==> config.mk <==
export PLATFORM = sky130hd
export DESIGN_NAME = arcade_input_mapper
export DESIGN_NICKNAME = d
export VERILOG_FILES = /design/src/rtl/arcade_inputs_pkg.sv /design/src/rtl/arcade_socd.sv /design/src/rtl/arcade_input_mapper.sv
export SDC_FILE = /design/constraint.sdc
export NUM_CORES = 1
export LEC_CHECK = 0
export ABC_CLOCK_PERIOD_IN_PS = 3200
export BUFFER_PORTS_ARGS = -buffer_cell sky130_fd_sc_hd__buf_4
export CAP_MARGIN = 40
export CORE_UTILIZATION = 55
export CTS_BUF_LIST = sky130_fd_sc_hd__clkbuf_2 sky130_fd_sc_hd__clkbuf_4 sky130_fd_sc_hd__clkbuf_8
export CTS_CLUSTER_DIAMETER = 80
export CTS_CLUSTER_SIZE = 25
export DETAILED_ROUTE_END_ITERATION = 16
export PLACE_DENSITY = 0.77
export SYNTH_ARGS = -nofsm -noshare
export SYNTH_HDL_FRONTEND = slang
export SYNTH_SLANG_ARGS = --single-unit
export TNS_END_PERCENT = 5
==> constraint.sdc <==
create_clock -name clk_sys -period 3.2 [get_ports clk_sys]
set_input_delay 0.64 -clock clk_sys [delete_from_list [all_inputs] [get_ports clk_sys]]
set_output_delay 0.64 -clock clk_sys [all_outputs]
set_load 0.005 [all_outputs]
==> src/rtl/arcade_inputs_pkg.sv <==
// Shared constants, scancode map and helpers for the arcade input mapper.
package arcade_inputs_pkg;

  localparam int unsigned JOY_R       = 0;
  localparam int unsigned JOY_L       = 1;
  localparam int unsigned JOY_D       = 2;
  localparam int unsigned JOY_U       = 3;
  localparam int unsigned JOY_FIRE    = 4;
  localparam int unsigned JOY_START   = 10;
  localparam int unsigned JOY_COIN    = 11;
  localparam int unsigned JOY_WIDTH   = 16;
  localparam int unsigned MAX_PLAYERS = 4;

  // Key-table slots: P0 uses joystick bit order, P1 dirs + two fires, then start/coin/tilt
  localparam int unsigned KEY_P1_BASE    = 10;
  localparam int unsigned KEY_START_BASE = 16;
  localparam int unsigned KEY_COIN_BASE  = 20;
  localparam int unsigned KEY_TILT       = 24;
  localparam int unsigned KEY_COUNT      = 25;
  localparam int unsigned KEY_IDX_W      = 5;

  // Scancodes as {extended, code}
  localparam logic [8:0] SC_P0_U    = 9'h175;
  localparam logic [8:0] SC_P0_D    = 9'h172;
  localparam logic [8:0] SC_P0_L    = 9'h16B;
  localparam logic [8:0] SC_P0_R    = 9'h174;
  localparam logic [8:0] SC_P0_A    = 9'h014;
  localparam logic [8:0] SC_P0_B    = 9'h011;
  localparam logic [8:0] SC_P0_C    = 9'h029;
  localparam logic [8:0] SC_P0_D_BT = 9'h012;
  localparam logic [8:0] SC_P0_E    = 9'h01A;
  localparam logic [8:0] SC_P0_F    = 9'h022;
  localparam logic [8:0] SC_P1_U    = 9'h02D;
  localparam logic [8:0] SC_P1_D    = 9'h02B;
  localparam logic [8:0] SC_P1_L    = 9'h023;
  localparam logic [8:0] SC_P1_R    = 9'h034;
  localparam logic [8:0] SC_P1_A    = 9'h01C;
  localparam logic [8:0] SC_P1_B    = 9'h01B;
  localparam logic [8:0] SC_START1  = 9'h016;
  localparam logic [8:0] SC_START2  = 9'h01E;
  localparam logic [8:0] SC_START3  = 9'h026;
  localparam logic [8:0] SC_START4  = 9'h025;
  localparam logic [8:0] SC_COIN1   = 9'h02E;
  localparam logic [8:0] SC_COIN2   = 9'h036;
  localparam logic [8:0] SC_COIN3   = 9'h03D;
  localparam logic [8:0] SC_COIN4   = 9'h03E;
  localparam logic [8:0] SC_TILT    = 9'h02C;

  typedef enum logic [1:0] {
    SOCD_NONE = 2'd0,
    SOCD_NEG  = 2'd1,
    SOCD_POS  = 2'd2
  } socd_state_t;

  typedef struct packed {
    logic                 hit;
    logic [KEY_IDX_W-1:0] idx;
  } key_slot_t;

  function automatic key_slot_t key_lookup(input logic ext, input logic [7:0] code);
    key_slot_t s;
    s.hit = 1'b1;
    s.idx = '0;
    case ({ext, code})
      SC_P0_R:    s.idx = KEY_IDX_W'(JOY_R);
      SC_P0_L:    s.idx = KEY_IDX_W'(JOY_L);
      SC_P0_D:    s.idx = KEY_IDX_W'(JOY_D);
      SC_P0_U:    s.idx = KEY_IDX_W'(JOY_U);
      SC_P0_A:    s.idx = KEY_IDX_W'(JOY_FIRE + 0);
      SC_P0_B:    s.idx = KEY_IDX_W'(JOY_FIRE + 1);
      SC_P0_C:    s.idx = KEY_IDX_W'(JOY_FIRE + 2);
      SC_P0_D_BT: s.idx = KEY_IDX_W'(JOY_FIRE + 3);
      SC_P0_E:    s.idx = KEY_IDX_W'(JOY_FIRE + 4);
      SC_P0_F:    s.idx = KEY_IDX_W'(JOY_FIRE + 5);
      SC_P1_R:    s.idx = KEY_IDX_W'(KEY_P1_BASE + JOY_R);
      SC_P1_L:    s.idx = KEY_IDX_W'(KEY_P1_BASE + JOY_L);
      SC_P1_D:    s.idx = KEY_IDX_W'(KEY_P1_BASE + JOY_D);
      SC_P1_U:    s.idx = KEY_IDX_W'(KEY_P1_BASE + JOY_U);
      SC_P1_A:    s.idx = KEY_IDX_W'(KEY_P1_BASE + JOY_FIRE);
      SC_P1_B:    s.idx = KEY_IDX_W'(KEY_P1_BASE + JOY_FIRE + 1);
      SC_START1:  s.idx = KEY_IDX_W'(KEY_START_BASE + 0);
      SC_START2:  s.idx = KEY_IDX_W'(KEY_START_BASE + 1);
      SC_START3:  s.idx = KEY_IDX_W'(KEY_START_BASE + 2);
      SC_START4:  s.idx = KEY_IDX_W'(KEY_START_BASE + 3);
      SC_COIN1:   s.idx = KEY_IDX_W'(KEY_COIN_BASE + 0);
      SC_COIN2:   s.idx = KEY_IDX_W'(KEY_COIN_BASE + 1);
      SC_COIN3:   s.idx = KEY_IDX_W'(KEY_COIN_BASE + 2);
      SC_COIN4:   s.idx = KEY_IDX_W'(KEY_COIN_BASE + 3);
      SC_TILT:    s.idx = KEY_IDX_W'(KEY_TILT);
      default:    s.hit = 1'b0;
    endcase
    return s;
  endfunction

  // Direction nibble is {U, D, L, R}; rotate first, then the 180-degree flip
  function automatic logic [3:0] remap_dirs(input logic [3:0] d, input logic rot,
                                            input logic [1:0] orient);
    logic [3:0] r;
    r = d;
    if (rot) begin
      if (orient[0]) r = {d[JOY_R], d[JOY_L], d[JOY_U], d[JOY_D]};
      else           r = {d[JOY_L], d[JOY_R], d[JOY_D], d[JOY_U]};
    end
    if (orient[1]) r = {r[JOY_D], r[JOY_U], r[JOY_R], r[JOY_L]};
    return r;
  endfunction

endpackage

==> src/rtl/arcade_socd.sv <==
// Single-axis opposing-direction resolver: cancel, or last-risen direction wins.
module arcade_socd
  import arcade_inputs_pkg::*;
#(
  parameter int unsigned SOCD_LAST = 0
) (
  input  logic clk_sys,
  input  logic reset,
  input  logic neg,
  input  logic pos,
  output logic neg_c,
  output logic pos_c
);

  socd_state_t state, state_next;
  logic        neg_q, pos_q;

  always_ff @(posedge clk_sys or posedge reset) begin
    if (reset) begin
      state <= SOCD_NONE;
      neg_q <= 1'b0;
      pos_q <= 1'b0;
    end else begin
      state <= state_next;
      neg_q <= neg;
      pos_q <= pos;
    end
  end

  // Simultaneous rises leave no winner until one side releases
  always_comb begin
    state_next = state;
    neg_c      = neg;
    pos_c      = pos;
    if (neg && !neg_q && pos && !pos_q) state_next = SOCD_NONE;
    else if (neg && !neg_q)             state_next = SOCD_NEG;
    else if (pos && !pos_q)             state_next = SOCD_POS;
    if (neg && pos) begin
      neg_c = (SOCD_LAST != 0) && (state_next == SOCD_NEG);
      pos_c = (SOCD_LAST != 0) && (state_next == SOCD_POS);
    end
  end

endmodule

==> src/rtl/arcade_input_mapper.sv <==
// Merges MiST joysticks and a PS/2 key map per player, with rotation, swap,
// single-player merge, SOCD resolution and coin pulse stretching.
module arcade_input_mapper
  import arcade_inputs_pkg::*;
#(
  parameter int unsigned PLAYERS    = 2,
  parameter int unsigned BUTTONS    = 6,
  parameter int unsigned SOCD_LAST  = 0,
  parameter int unsigned COIN_PULSE = 1200000
) (
  input  logic                            clk_sys,
  input  logic                            reset,
  input  logic                            key_strobe,
  input  logic                            key_pressed,
  input  logic                            key_extended,
  input  logic [7:0]                      key_code,
  input  logic [PLAYERS*JOY_WIDTH-1:0]    joystick,
  input  logic                            rotate,
  input  logic [1:0]                      orientation,
  input  logic                            joyswap,
  input  logic                            oneplayer,
  output logic [PLAYERS-1:0]              start,
  output logic [PLAYERS-1:0]              coin,
  output logic                            tilt,
  output logic [PLAYERS*(4+BUTTONS)-1:0]  player
);

  localparam int unsigned FW = 4 + BUTTONS;
  localparam int unsigned CW = (COIN_PULSE > 1) ? $clog2(COIN_PULSE) : 1;
  localparam logic [CW-1:0] COIN_LOAD = CW'(COIN_PULSE - 1);

  logic [KEY_COUNT-1:0]                       key_tab;
  key_slot_t                                  slot_c;
  logic [MAX_PLAYERS-1:0][JOY_WIDTH-1:0]      key_word;
  logic [MAX_PLAYERS-1:0][JOY_WIDTH-1:0]      src;
  logic [JOY_WIDTH-1:0]                       merged;
  logic [PLAYERS-1:0]                         start_c;
  logic [PLAYERS-1:0]                         coin_c;
  logic [PLAYERS*FW-1:0]                      player_c;
  logic                                       unused_top;

  assign slot_c = key_lookup(key_extended, key_code);

  always_ff @(posedge clk_sys or posedge reset) begin
    if (reset) key_tab <= '0;
    else if (key_strobe && slot_c.hit) key_tab[slot_c.idx] <= key_pressed;
  end

  assign merged     = src[0] | src[1] | src[2] | src[3];
  assign unused_top = ^{key_tab, joystick};

  for (genvar p = 0; p < int'(MAX_PLAYERS); p++) begin : g_key
    if (p == 0) begin : g_p0
      assign key_word[p][JOY_FIRE+5:0] = key_tab[JOY_FIRE+5:0];
    end else if (p == 1) begin : g_p1
      assign key_word[p][JOY_FIRE+5:0] = {4'b0, key_tab[KEY_P1_BASE +: 6]};
    end else begin : g_pn
      assign key_word[p][JOY_FIRE+5:0] = '0;
    end
    assign key_word[p][JOY_START] = key_tab[KEY_START_BASE + p];
    assign key_word[p][JOY_COIN]  = key_tab[KEY_COIN_BASE + p];
    assign key_word[p][JOY_WIDTH-1:JOY_COIN+1] = '0;
  end

  for (genvar p = 0; p < int'(MAX_PLAYERS); p++) begin : g_player
    if (p < int'(PLAYERS)) begin : g_live
      localparam int unsigned ALT = (PLAYERS > 1 && p < 2) ? 1 - p : p;
      logic [JOY_WIDTH-1:0] joy_w, play_w;
      logic [3:0]           dirs;
      logic                 up_c, down_c, left_c, right_c;
      logic                 coin_raw, coin_prev;
      logic [CW-1:0]        coin_cnt;
      logic                 unused_play;

      assign joy_w  = joyswap ? joystick[JOY_WIDTH*ALT +: JOY_WIDTH]
                              : joystick[JOY_WIDTH*p +: JOY_WIDTH];
      assign src[p] = joy_w | key_word[p];
      assign play_w = oneplayer ? merged : src[p];
      assign dirs   = remap_dirs(play_w[3:0], rotate, orientation);
      assign unused_play = ^play_w;

      arcade_socd #(.SOCD_LAST(SOCD_LAST)) u_socd_x (
        .clk_sys (clk_sys),
        .reset   (reset),
        .neg     (dirs[JOY_L]),
        .pos     (dirs[JOY_R]),
        .neg_c   (left_c),
        .pos_c   (right_c)
      );

      arcade_socd #(.SOCD_LAST(SOCD_LAST)) u_socd_y (
        .clk_sys (clk_sys),
        .reset   (reset),
        .neg     (dirs[JOY_U]),
        .pos     (dirs[JOY_D]),
        .neg_c   (up_c),
        .pos_c   (down_c)
      );

      assign player_c[FW*p +: FW] = {play_w[JOY_FIRE +: BUTTONS], up_c, down_c, left_c, right_c};
      assign start_c[p]           = src[p][JOY_START];
      assign coin_raw             = src[p][JOY_COIN];

      // Each new coin rise restarts the minimum-length stretch
      always_ff @(posedge clk_sys or posedge reset) begin
        if (reset) begin
          coin_prev <= 1'b0;
          coin_cnt  <= '0;
        end else begin
          coin_prev <= coin_raw;
          if (coin_raw && !coin_prev) coin_cnt <= COIN_LOAD;
          else if (coin_cnt != '0)    coin_cnt <= coin_cnt - CW'(1);
        end
      end

      assign coin_c[p] = coin_raw | (coin_cnt != '0);
    end else begin : g_absent
      assign src[p] = '0;
    end
  end

  always_ff @(posedge clk_sys or posedge reset) begin
    if (reset) begin
      start  <= '0;
      coin   <= '0;
      tilt   <= 1'b0;
      player <= '0;
    end else begin
      start  <= start_c;
      coin   <= coin_c;
      tilt   <= key_tab[KEY_TILT];
      player <= player_c;
    end
  end

endmodule
==> results of run 1 <==
[sequential cells by signal (all words and copies together) (netlist names)]
signal and count:
key_tab 21, tilt 1, player 20, coin 2
start 2, g_player.g_live.coin_cnt 42, g_player.g_live.coin_prev 2
[routing by layer]
layer  global-route usage [%]  vias to the layer above
met2                    44.30                      106
met1                    31.68                     2174
met3                    4.666                       12
met5                        0                        -
met4                    6.674                        0
li1                         -                     2156
[area by class of cell]
type	count	share of cell area, %
inverter	13	0.8297
multi-input combinational	436	47.11
clock buffer	10	2.282
tap	129	2.676
sequential	90	37.34
timing repair buffer	71	8.836
clock inverter	6	0.9334
[per-stage QoR]
stage / total power (W) / util [%]
global route: 0.002670 / 65.28
finish: 0.002530 / 65.28
floorplan: 0.001622 / -
CTS: 0.002553 / 65.28
global placement: 0.001774 / 63.18
detailed placement: 0.001801 / 63.18
[path summary, 6_finish.rpt]
check,slack (ps),cells past startpoint,from,end
max in group asynchronous,2100,3,reset,key_tab[4]$_DFFE_PP0P_
setup / recovery,550,7,g_player[1].g_live.coin_cnt[7]$_DFFE_PP0P_,g_player[1].g_live.coin_cnt[5]$_DFFE_PP0P_
min in group clk_sys,400,0,key_tab[24]$_DFFE_PP0P_,tilt$_DFF_PP0_
hold / removal,290,2,reset,g_player[0].g_live.coin_cnt[5]$_DFFE_PP0P_
setup reg to reg,550,7,g_player[1].g_live.coin_cnt[7]$_DFFE_PP0P_,g_player[1].g_live.coin_cnt[5]$_DFFE_PP0P_
hold reg to reg,400,0,key_tab[24]$_DFFE_PP0P_,tilt$_DFF_PP0_
[synthesized netlist by cell type (3+ instances only)]
master,n,area share [%]
nor3b_1,3,0.43
clkbuf_1,23,1.6
a21o_1,5,0.71
nand4_1,3,0.36
xnor2_1,23,3.8
a21oi_1,29,2.8
or2_2,7,0.83
or3_1,18,2.1
o22ai_1,8,0.95
o31a_1,3,0.50
nor2b_1,12,1.4
nand2_1,34,2.4
nand3_1,17,1.6
nor2_1,72,5.1
nand2b_1,21,2.5
inv_1,13,0.93
o31ai_1,4,0.57
nor4_1,10,1.2
o21a_1,4,0.57
o21ai_0,19,1.8
xor2_1,9,1.5
o21bai_1,7,1.0
o22a_1,9,1.5
and3_1,3,0.36
nor3_1,20,1.9
mux2_2,30,6.4
buf_1,5,0.36
a211oi_1,5,0.71
o211ai_1,5,0.71
dfrtp_1,90,43
mux2i_1,9,1.7
o32a_1,3,0.57
or4_1,8,1.1
[critical path, stage by stage (launching register included)]
cell       delay, ps
dfrtp_1          410
or4_1            600
nand4bb_4        300
nor4_4           450
or3_1            410
nor2_1           100
xnor2_1          170
nand2_1           80
[report_power, final]
part           total, W  leakage [nW]  internal, W  switching (W)
combinational  0.000482          1.32     0.000226       0.000256
sequential      0.00130          1.06      0.00123      0.0000694
clock          0.000752        0.0973     0.000321       0.000430
total           0.00253          2.48      0.00177       0.000756
[kinds of logic (layout without fill, tap and decap cells)]
| family | after synthesis | in the layout |
|---|---|---|
| and+or+nand+nor | 242 | 242 |
| AOI/OAI and AO/OA | 121 | 121 |
| DFF | 90 | 90 |
| buffers and inverters | 43 | 100 |
| muxes | 39 | 39 |
| xor gates and xnor gates | 32 | 32 |
| adders and majority gates | 2 | 2 |
==> qor.csv, run 1 <==
metric,value,unit
ys_ff_latch,90,
dieArea,9954,um2
place_ws,344.5,ps
post_cts_buffers,0,
routabilityCongestion,0.9136,
fin_tns_setup,0,ps
yosysWarnings,0,
crit_path_start_kind,flip-flop,
drt_iter0_drc,168,
antenna_found_initial,0,
fin_skew,18.30,ps
hp-class,in -> async,
stdcell_count,755,
wl,11.50,mm
core_area,9240,um2
layout-drive-gt1-share,20.93,%
synth-simple-area-share,24.35,%
drv_cap,0,
slew_viol_final,0,
drc,0,
cts_root_buffer,clkbuf_8,
dr.pass1.iters,5,
nNetsFinal,673,
cts.clk_slew.worst_paths,100,ps
mostFrequentLayoutCell,dfrtp_1,
synth_top_family_by_area,simple AND/OR/NAND/NOR gates,
htreeDepth,3,
fp.dieW,99.77,um
design_area,6032,um2
ioPinCount,75,
grt_max_degree,34,
hold_slack,285.6,ps
ys_seq_area_share,42.84,%
dr_wl_met2,5.943,mm
synth_edf_count,0,
crit_type,reg -> reg,
synth_cells,569,
dpl.cell_count,739,
portBuffers,66,
cts_made_buffers,9,
synth_cell_types,61,
synthXorXnorAreaFrac,5.331,%
hold_buffers,0,
multi_input_area,2841,um2
worstSetupEndpointType,flip-flop,
vias,4448,
synth.cell_area,5258,um2
routed_via_density,5.891,
wl_met3,434,um
fin_crit,2654,ps
cts_resized,0,
cts_sinks,90,
hold_viol,0,
clk_latency,360,ps
num_antenna_cells,0,
synthFlopType,dfrtp_1,
cts_buffer_depth,2,
status,completed,
synth_compound_area_share,15.75,%
required,3430,ps
fill_cells,758,
worst_pin_slew,670.8,ps
cts_tree,done,
register_area,2252,um2
maxUsedRoutingLayer,met4,
grt_pass1_vias,4390,
initial_core_util,56.90,%
overflow,0,
grt_pass1_wl,20.09,mm
slew_headroom,55.12,%
critPathMaxFanout,11,
syn_to_final_growth,14.73,%
cp.arrival,2890,ps
layout_setup_ws,545.9,ps
synth_fp_nets,621,
layout_common_cells,"dfrtp_1 (90), nor2_1 (72), buf_4 (71), nand2_1 (34), mux2_2 (30)",
fmax,0.3768,GHz
synth_area_per_cell,9.240,um2
rows,35,
ir_drop,0.2403,mV
ant_nets,0,
wl_per_cell,15.23,um
min_period_over_period,82.94,%
finalSetupViolCount,0,
drt-met1-wl,4.974,mm
total_leakage_power,2.475,nW
rsz0062_at_grt,false,
synth.area.mux_share,8.139,%
die_y,99.77,um
async_reset_ff_share,100.0,%
powerDensity,419.4,nW/um2
synth_fa_ha_area_share,0.4760,%
dp_hpwl,8.419,mm
grt.total_usage,25.09,%
postPlaceCellArea,5838,um2
Note: power is estimated with default switching activity, not from simulation.
==> run 2: changes to the inputs <==
Settings changed: ABC_CLOCK_PERIOD_IN_PS 3200 to 2400, CORE_UTILIZATION 55 to 54, PLACE_DENSITY 0.77 to 0.79.
Clock period 3.2 ns to 2.4 ns, I/O delays scaled along.
==> qor.csv, run 2 (synthesized netlist as in run 1, its figures left out) <==
metric,value,unit,change
portBuffers,66,,unchanged
pwr-share-comb,19.5,%,was 19.1%
crit_path_top_delay_cell,or4_4,,was or4_1
cts.clk_slew.worst_paths,90,ps,was 100 ps
crit_start,g_player[0].g_live.coin_cnt[9]$_DFFE_PP0P_,,was g_player[1].g_live.coin_cnt[7]$_DFFE_PP0P_
timing.rr.start,g_player[0].g_live.coin_cnt[9]$_DFFE_PP0P_,,was g_player[1].g_live.coin_cnt[7]$_DFFE_PP0P_
dr.pass1.iters,6,,was 5
core_area,9328,um2,was 9240 um2
cts_root_buffer,clkbuf_8,,unchanged
grt_pass1_wl,21.16,mm,was 20.09 mm
fmax,0.4166,GHz,was 0.3768 GHz
rows,35,,unchanged
path_common_cell,or4_4,,
cts_made_buffers,9,,unchanged
critPathMaxFanout,6,,was 11
routabilityCongestion,0.9384,,was 0.9136
layout_common_cells,"buf_4 (133), dfrtp_1 (89), nor2_1 (72), nand2_1 (34), mux2_2 (30)",,"was dfrtp_1 (90), nor2_1 (72), buf_4 (71), nand2_1 (34), mux2_2 (30)"
total_leakage_power,2.831,nW,was 2.475 nW
rsz0062_at_grt,true,,was false
ioPinCount,75,,unchanged
power.share.switching,26.25,%,was 29.89%
drv_cap,0,,unchanged
dp_hpwl,9.483,mm,was 8.419 mm
grt_max_degree,65,,was 34
switching_power,0.0009953,W,was 0.0007562 W
grt_pass1_vias,4585,,was 4390
mostFrequentLayoutCell,buf_4,,was dfrtp_1
crit_path_start_kind,flip-flop,,unchanged
p_total,0.003792,W,was 0.002530 W
cts_tree,done,,unchanged
fin_tns_setup,-0.4345,ps,was 0 ps
finalSetupViolCount,1,,was 0
power_frac_seq,45.7,%,was 51.2%
hp-class,in -> async,,unchanged
cpPeakStageDelay,550,ps,was 600 ps
cts_buffer_depth,2,,unchanged
initial_core_util,56.36,%,was 56.90%
fp.dieW,100.7,um,was 99.77 um
required,2690,ps,was 3430 ps
hold_viol,0,,unchanged
layout-drive-gt1-share,30.00,%,was 20.93%
antenna_found_initial,0,,unchanged
overflow,0,,unchanged
fin_crit,2400,ps,was 2654 ps
dieArea,10130,um2,was 9954 um2
nNetsFinal,738,,was 673
drc,0,,unchanged
largest-register,g_player.g_live.coin_cnt,,unchanged
htreeDepth,3,,unchanged
syn_to_final_growth,27.20,%,was 14.73%
fin_skew,9.041,ps,was 18.30 ps
violations,setup timing,,
clk_latency,360,ps,about the same
postPlaceCellArea,6354,um2,was 5838 um2
min_period_over_period,100.0,%,was 82.94%
ant_nets,0,,unchanged
clkPwrFrac,34.8,%,was 29.7%
routed_via_density,5.790,,was 5.891
largest_register_ffs,42,,unchanged
cp.arrival,2690,ps,was 2890 ps
place_ws,-193.7,ps,was 344.5 ps
worstSetupEndpointType,flip-flop,,unchanged
ir_drop,0.3462,mV,was 0.2403 mV
num_antenna_cells,0,,unchanged
stdcell_count,819,,was 755
wl_per_cell,15.58,um,was 15.23 um
top_regs,"g_player.g_live.coin_cnt: 42 flops, key_tab: 21 flops, player: 20 flops",,unchanged
slew_viol_final,0,,unchanged
drt_iter0_drc,168,,unchanged
slew_headroom,57.41,%,was 55.12%
r2r_setup_slack,-0.4,ps,was 550 ps
worst_pin_slew,636.5,ps,was 670.8 ps
p_int,0.002797,W,was 0.001773 W
layout_setup_ws,-0.4345,ps,was 545.9 ps
die_y,100.7,um,was 99.77 um
powerDensity,567.0,nW/um2,was 419.4 nW/um2
status,finished with violations,,was completed
dpl.cell_count,804,,was 739
grt.total_usage,26.49,%,was 25.09%
cts_sinks,90,,unchanged
crit_type,reg -> reg,,unchanged
wl,12.76,mm,was 11.50 mm
vias,4742,,was 4448
worstPathCellList,or4_4 > or4_4 > or4_4 > or3_1 > a21oi_2,,was or4_1 > nand4bb_4 > nor4_4 > or3_1 > nor2_1 > xnor2_1 > nand2_1
fill_cells,694,,was 758
r2r.worst_path.cells,5,,was 7
timing.rr.end,g_player[0].g_live.coin_cnt[18]$_DFFE_PP0P_,,was g_player[1].g_live.coin_cnt[5]$_DFFE_PP0P_
design_area,6688,um2,was 6032 um2
-- run 2: power groups by stage --
stage | sequential [W] | clock (W) | combinational, W
final | 0.00173 | 0.00132 | 0.000739
after global routing | 0.00175 | 0.00141 | 0.000813
after CTS | 0.00173 | 0.00135 | 0.000737
after detailed placement | 0.00176 | 0 | 0.000728
after global placement | 0.00175 | 0 | 0.000698
after floorplan | 0.00174 | 0 | 0.000427
-- run 2: stage by stage --
stage	hold WS, ps	utilization [%]
after CTS	218.8	71.20
after global routing	223.9	71.70
after global placement	360.9	68.12
after detailed placement	360.2	68.12
final	216.0	71.70
after floorplan	350.1	-
-- run 2: metal layers --
metal  track usage [%]  wire length, um
met1             32.73             5413
met2             47.37             6707
met4             7.246              171
met3             4.993              471
met5                 0                0
-- run 2: how the worst max path moves through the flow --
stage	cells after the start	endpoint	slack [ps]
2_1_floorplan	7	g_player[0].g_live.coin_cnt[17]$_DFFE_PP0P_	-80
3_3_place_gp	8	key_tab[6]$_DFFE_PP0P_	-120
3_5_place_dp	8	key_tab[6]$_DFFE_PP0P_	-190
4_1_cts	6	g_player[1].g_live.coin_cnt[18]$_DFFE_PP0P_	3
5_1_grt	5	g_player[0].g_live.coin_cnt[18]$_DFFE_PP0P_	-40
6_report	5	g_player[0].g_live.coin_cnt[18]$_DFFE_PP0P_	-0.4
-- run 2: layout make-up --
type	instances	area (um2)	area share, %
Clock buffer	9	123.9	1.852
Clock inverter	6	137.6	2.058
Inverter	13	52.55	0.7858
Multi-Input combinational cell	436	2909	43.50
Sequential cell	90	2253	33.70
Tap cell	129	161.4	2.413
Timing Repair Buffer	136	1050	15.70
-- run 2: worst max-delay path: cells and delay by family, from the launching register on --
kind	cells	cell delay [ps]
simple gates	4	1840
flops	1	380
compound gates	1	120
-- run 2: timing repair --
action,CTS,global route
endpoints found under the setup margin,7,22
gates resized for setup,4,13
pin swaps,5,4
hold buffers,0,0
buffers inserted,0,0
